==> src/rtl/ready_monitor.sv <==
// ready_monitor: watches mon_in once checking is enabled. After chk_en
// rises, mon_in has MAX_LAT low samples of grace in WAIT. It must then be
// high on every sample while ARMED. Each violating sample gives a
// registered one-cycle fail pulse, sets the sticky first_fail flag and,
// when built with READY_MON_ERR_CNT_EN, increments a saturating err_cnt.
// Without READY_MON_ERR_CNT_EN, err_cnt is tied to zero.
module ready_monitor #(
    parameter int MAX_LAT = 1,
    parameter int CNT_W   = 8
) (
    input  logic             clk,
    input  logic             rst,
    input  logic             mon_in,
    input  logic             chk_en,
    input  logic             err_clr,
    output logic             fail,
    output logic             armed,
    output logic             first_fail,
    output logic [CNT_W-1:0] err_cnt
);

    typedef enum logic [1:0] {
        IDLE  = 2'd0,
        WAIT  = 2'd1,
        ARMED = 2'd2
    } state_t;

    localparam logic [7:0] MAX_LAT_C = 8'(MAX_LAT);

    state_t     state_reg;
    logic [7:0] lat_cnt_reg;
    logic       fail_reg;
    logic       armed_reg;
    logic       first_fail_reg;
    logic       viol;

    // A violation is decided on the current sample. It becomes visible on
    // fail one cycle later through fail_reg.
    always_comb begin
        viol = 1'b0;
        if (chk_en) begin
            case (state_reg)
                WAIT:    viol = !mon_in && (lat_cnt_reg == MAX_LAT_C);
                ARMED:   viol = !mon_in;
                default: viol = 1'b0;
            endcase
        end
    end

    // Checking FSM with registered fail and armed outputs.
    always_ff @(posedge clk or posedge rst) begin
        if (rst) begin
            state_reg   <= IDLE;
            lat_cnt_reg <= 8'd0;
            fail_reg    <= 1'b0;
            armed_reg   <= 1'b0;
        end else if (!chk_en) begin
            state_reg   <= IDLE;
            lat_cnt_reg <= 8'd0;
            fail_reg    <= 1'b0;
            armed_reg   <= 1'b0;
        end else begin
            fail_reg <= viol;
            case (state_reg)
                IDLE: begin
                    state_reg   <= WAIT;
                    lat_cnt_reg <= 8'd0;
                    armed_reg   <= 1'b0;
                end
                WAIT: begin
                    if (mon_in || (lat_cnt_reg >= MAX_LAT_C)) begin
                        state_reg <= ARMED;
                        armed_reg <= 1'b1;
                    end else begin
                        lat_cnt_reg <= lat_cnt_reg + 8'd1;
                    end
                end
                ARMED: begin
                    armed_reg <= 1'b1;
                end
                default: begin
                    state_reg   <= IDLE;
                    lat_cnt_reg <= 8'd0;
                    armed_reg   <= 1'b0;
                end
            endcase
        end
    end

    // Sticky first-failure flag. A clear on the same edge as a violation
    // leaves the flag set.
    always_ff @(posedge clk or posedge rst) begin
        if (rst) begin
            first_fail_reg <= 1'b0;
        end else if (err_clr) begin
            first_fail_reg <= viol;
        end else if (viol) begin
            first_fail_reg <= 1'b1;
        end
    end

`ifdef READY_MON_ERR_CNT_EN
    localparam logic [CNT_W-1:0] CNT_MAX = '1;
    localparam logic [CNT_W-1:0] CNT_ONE = CNT_W'(1);

    logic [CNT_W-1:0] err_cnt_reg;

    // Saturating violation counter. A clear takes effect before a violation
    // on the same edge, so the counter restarts at 1.
    always_ff @(posedge clk or posedge rst) begin
        if (rst) begin
            err_cnt_reg <= '0;
        end else if (err_clr) begin
            err_cnt_reg <= viol ? CNT_ONE : '0;
        end else if (viol && (err_cnt_reg != CNT_MAX)) begin
            err_cnt_reg <= err_cnt_reg + CNT_ONE;
        end
    end

    assign err_cnt = err_cnt_reg;
`else
    assign err_cnt = '0;
`endif

    assign fail       = fail_reg;
    assign armed      = armed_reg;
    assign first_fail = first_fail_reg;

endmodule
==> config.mk <==
export PLATFORM = sky130hd
export DESIGN_NAME = ready_monitor
export DESIGN_NICKNAME = d
export VERILOG_FILES = /design/src/rtl/ready_monitor.sv
export SDC_FILE = /design/constraint.sdc
export NUM_CORES = 1
export LEC_CHECK = 0
export CELL_PAD_IN_SITES_DETAIL_PLACEMENT = 0
export CELL_PAD_IN_SITES_GLOBAL_PLACEMENT = 1
export CORE_MARGIN = 5
export CORE_UTILIZATION = 39
export DETAILED_ROUTE_END_ITERATION = 8
export GPL_TIMING_DRIVEN = 0
export PLACE_DENSITY = 0.87
export SLEW_MARGIN = 20
export SYNTH_ARGS = -nofsm -noshare
export SYNTH_HDL_FRONTEND = slang
export SYNTH_SLANG_ARGS = --single-unit
==> constraint.sdc <==
create_clock -name clk -period 3.5 [get_ports clk]
set_input_delay 0.7 -clock clk [delete_from_list [all_inputs] [get_ports clk]]
set_output_delay 0.7 -clock clk [all_outputs]
set_load 0.03 [all_outputs]
Word level (Yosys, flattened, before mapping)
Cells that the tools add are included.

Reduce and logical (&&, ||, !) cells: 7. Add/subtract/negate cells: 1. Equal/unequal tests: 6. Multiplexer cells: 14. Magnitude comparators: 1.

Operator list (number): 8-bit 2-to-1 mux (2); 8-bit one-hot mux with 2 select lines (1); 8-bit by 1-bit adder with 8-bit output (second input constant) (1); 8-bit by 1-bit == test with 1-bit output (second input constant) (1); 8-bit by 1-bit >= comparator with 1-bit output (second input constant) (1); 1-bit 2-to-1 mux (6); 3-bit inequality test (second input constant) (2); 2-bit one-hot mux with 3 select lines (1); 2-bit 2-to-1 mux (2); 1-bit one-hot mux with 2 select lines (2); 2-bit AND reduction (2); 2-bit by 1-bit == test with 1-bit output (second input constant) (1); 2-bit == test (second input constant) (1); 2-bit logical NOT (1); 2-bit inequality test (second input constant) (1); 2-bit nonzero test (1); 1-bit logical AND (1); 1-bit logical NOT (1); 1-bit logical OR (1).

Input bits: 5. Logic and storage cells: 34. Register bits after elaboration: 13. Output and inout bits: 11.

Longest topological paths before layout
Depth after elaboration: 6. Depth in mapped cells: 6. Mapped depth without buffers: 6.

Worst setup path after synthesis
No wires, ideal clock.

Path kind: input-to-reg. Start point: input mon_in. End point: register lat_cnt_reg[0]. Required time: 3418 ps. Stages: 4. Buffers on the path: 0. Arrival: 2099 ps. Setup time: 82 ps. Setup slack: 1319 ps. Cell sequence: or3b_2 > or3_4 > or4b_1 > a31oi_1.

Cells in the longest elaborated chain, start to end: 3.

Ends and longest elaborated chain: start, declared (RTL line 13) `input logic mon_in,`; 1-bit logical OR (RTL line 71) `if (mon_in || (lat_cnt_reg >= MAX_LAT_C)) begin`; 3-bit inequality test (no source line); 2-bit AND reduction (no source line); end signal, assigned (RTL line 75) `lat_cnt_reg <= lat_cnt_reg + 8'd1;`; end, declared (RTL line 31) `logic [7:0] lat_cnt_reg;`.

Every way passes these cells. A chain may end at the register's enable or synchronous reset.

Worst setup path after layout
Ends and elaborated chain as after synthesis.

==> run_results.csv <==
group,metric,value,unit
routing,ant_nets,0,
synthesis,synth-xor-area-share,0,%
worst_hold_path,min_to,"lat_cnt_reg[6]$_DFFE_PP0P_",
placed_design,dp_cells,115,
setup_path,path_max_fanout,5,
status,outcome,"finished clean",
synthesis,yosysUniqueCellTypes,27,
worst_hold_path,min_from,"lat_cnt_reg[6]$_DFFE_PP0P_",
setup_path,path_class,"input port to register",
clocking,root_buffer,"clkbuf_4",
pwr,clock_power_share,21.1,%
timing,hold_viol_final,0,
clocking,holdBufCountCts,0,
global_route,grt_pass1_vias,581,
pwr,swShare,37.98,%
clocking,numCtsBuffers,3,
cells_and_area,drive_gt1_share,17.02,%
pwr,power.switching,172.4,uW
pwr,total_leakage_power,0.4314,nW
die,initial_utilization,41.84,%
clocking,cts_tree,"built",
cells_and_area,layout.cells.non_filler,119,
setup_path,worst-r2r-cell-count,5,
cells_and_area,largest_reg_flops,8,
setup_path,crit_start,"mon_in",
pwr,pwr-share-comb,38.0,%
synthesis,synth_cells,76,
synthesis,ys_ff_latch,13,
routing,drtIter0Drc,14,
setup_path,worstReg2RegStart,"lat_cnt_reg[0]$_DFFE_PP0P_",
die,fp.dieH,53.51,um
pwr,pwr-share-seq,40.9,%
timing,drv_slew,0,
global_route,antenna_found_initial,0,
flow_run,maxCapViolations,0,
routing,drt-wirelength-per-cell,10.72,um
routing,routed_wl,1.276,mm
clocking,clock_latency,280,ps
synthesis,syn_area,738.2,sq um
global_route,grt_pass1_wl,2.408,mm
synthesis,yosysTopAreaCell,"dfrtp_1",
setup_path,slowest_delay,490,ps
synthesis,synth_compound_area_share,6.949,%
routing,drt_first_pass_iters,4,
die,fp.dieArea,0.002863,sq mm
synthesis,synth.mux.area_fraction,0,%
setup_path,start_kind,"input port",
routing,vias_per_cell,4.630,
die,rows,15,
cells_and_area,nets,107,
clocking,post_cts_buffers,0,
setup_path,crit_family,"simple AND/OR/NAND/NOR gates",
worst_hold_path,min_path_type,"register to register",
timing,setup_tns,0,ps
setup_path,r2r_slack,1240,ps
setup_path,cp.required,3710,ps
worst_hold_path,whs_path_depth,1,
timing,post-route-period-util,69.71,%
synthesis,synthAdderAreaFrac,11.86,%
synthesis,synth_seq_area_share,44.07,%
synthesis,yosys-top-cells-area,"dfrtp_1 44%, ha_1 12%, buf_4 8.1%, and2_1 4.2%, nand2_1 4.1%",
timing,fmaxAchievable,0.4099,GHz
pwr,intPower,281.4,uW
synthesis,synth-simple-area-share,24.41,%
synthesis,ys_warn_count,0,
die,core_area,0.001764,sq mm
setup_path,end_kind,"register",
timing,period_needed,2440,ps
setup_path,arrival,2650,ps
global_route,grt_use_total,11.75,%
placed_design,io_buffers,7,
placed_design,hpwl,993.4,um
setup_path,r2r_end,"lat_cnt_reg[0]$_DFFE_PP0P_",
synthesis,postSynthAreaPerCell,9.713,sq um
clocking,cts_resized,0,
timing,fin_worst_skew,10.78,ps
timing,final-setup-viol-count,0,
timing,maxSlewHeadroom,48.46,%
pwr,worst_ir_drop_vdd,0.0002617,V
clocking,cts_buffer_depth,2,
pwr,powerDensity,508.7,mW/mm^2
global_route,grt_max_degree,14,
setup_path,crit_chain,"clkdlybuf4s50_1 > or3b_2 > or3_4 > or4b_1 > a31oi_1",
die,num_io_pins,16,
routing,remaining_drc_errors,0,
placed_design,place.gp.congestion,0.7538,
clocking,clkTransAtPathRegs,90,ps
timing,whs,487.7,ps
cells_and_area,synthToLayoutAreaGrowth,20.85,%
clocking,clock_sinks,13,
synthesis,synth_top_family_by_area,"simple AND/OR/NAND/NOR gates",
synthesis,netlist.area_leader.share,44.07,%
die,die_x,53.51,um
clocking,h-tree-depth,1,
setup_path,worst-path-buf-inv,1,
global_route,grt-ovfl-total,0,
timing,rsz0062_at_grt,"no",
timing,tightest_slew,766.0,ps
cells_and_area,n_antenna_cell,0,
routing,vias,551,
setup_path,cp_slowest_cell,"or4b_1",
[placed cells by master, fill, tap and decap left out]
cell type,count
a21oi_1,1
a31oi_1,3
and2_1,5
buf_4,8
clkbuf_1,2
clkbuf_4,3
clkdlybuf4s50_1,7
conb_1,8
dfrtp_1,13
ha_1,7
inv_1,7
nand2_1,8
nand3_1,4
nand3b_1,1
nor2_1,3
nor3_1,1
nor3b_1,1
nor4_1,1
o21a_1,1
o21ai_0,1
o22ai_1,1
o32ai_1,1
or2_2,1
or3_1,1
or3_2,1
or3_4,1
or3b_2,1
or4_4,1
or4b_1,1
[power groups by stage]
| stage | Combinational, mW | Sequential [mW] | Clock (mW) |
|---|---|---|---|
| 6_report | 0.173 | 0.186 | 0.0956 |
| 5_1_grt | 0.198 | 0.191 | 0.105 |
| 4_1_cts | 0.175 | 0.186 | 0.0966 |
| 3_5_place_dp | 0.173 | 0.189 | 0 |
| 3_3_place_gp | 0.170 | 0.188 | 0 |
| 2_1_floorplan | 0.115 | 0.200 | 0 |
[Yosys cell counts, drive strengths merged]
master / number
nor4: 1
o21ai: 1
or2: 1
a21oi: 1
o21a: 1
o22ai: 1
ha: 7
nand3b: 1
a31oi: 3
clkbuf: 1
or3: 3
and2: 5
buf: 8
or3b: 1
conb: 1
nand3: 4
inv: 7
o32ai: 1
dfrtp: 13
or4b: 1
nand2: 8
nor3b: 1
nor2: 3
or4: 1
nor3: 1
[cells by family after synthesis]
logic type,after synthesis
simple gates,31
fa+ha+maj,7
compound gates,8
flops,13
buf+inv,16
other cells,1
[area by class of cell]
type,instances,area (sq um)
timing repair buffer,7,70.07
buffer,9,63.81
clock buffer,4,26.28
tap,25,31.28
sequential,13,325.3
fill,177,872.1
inverter,7,26.28
multi-input combinational,54,349.1
[how the worst max path moves through the flow]
| stage | slack, ps | cells past startpoint | end |
|---|---|---|---|
| after floorplan | 1320 | 4 | lat_cnt_reg[0]$_DFFE_PP0P_ |
| after global routing | 900 | 5 | state_reg[1]$_DFFE_PP0P_ |
| after CTS | 1070 | 5 | lat_cnt_reg[0]$_DFFE_PP0P_ |
| after global placement | 810 | 5 | lat_cnt_reg[0]$_DFFE_PP0P_ |
| after detailed placement | 780 | 5 | lat_cnt_reg[0]$_DFFE_PP0P_ |
| final | 1060 | 5 | lat_cnt_reg[0]$_DFFE_PP0P_ |
[stage by stage]
stage | utilization, % | setup slack [ps] | area, sq um | power [mW]
after global placement | 49.08 | 805.1 | 865.8 | 0.3582
final | 50.57 | 1060 | 892.1 | 0.4538
after global routing | 50.57 | 900.3 | 892.1 | 0.4948
after detailed placement | 49.08 | 783.2 | 865.8 | 0.3624
after CTS | 50.57 | 1070 | 892.1 | 0.4571
after floorplan | - | 1319 | 764.5 | 0.3149
[layer usage]
metal / GRT usage, % / vias up / wire length (um)
li1: - / 274 / -
met1: 14.58 / 252 / 592
met2: 17.96 / 20 / 565
met3: 1.972 / 5 / 66
met4: 8.936 / 0 / 53
met5: 0 / - / 0
(Power assumes the default switching activity.)
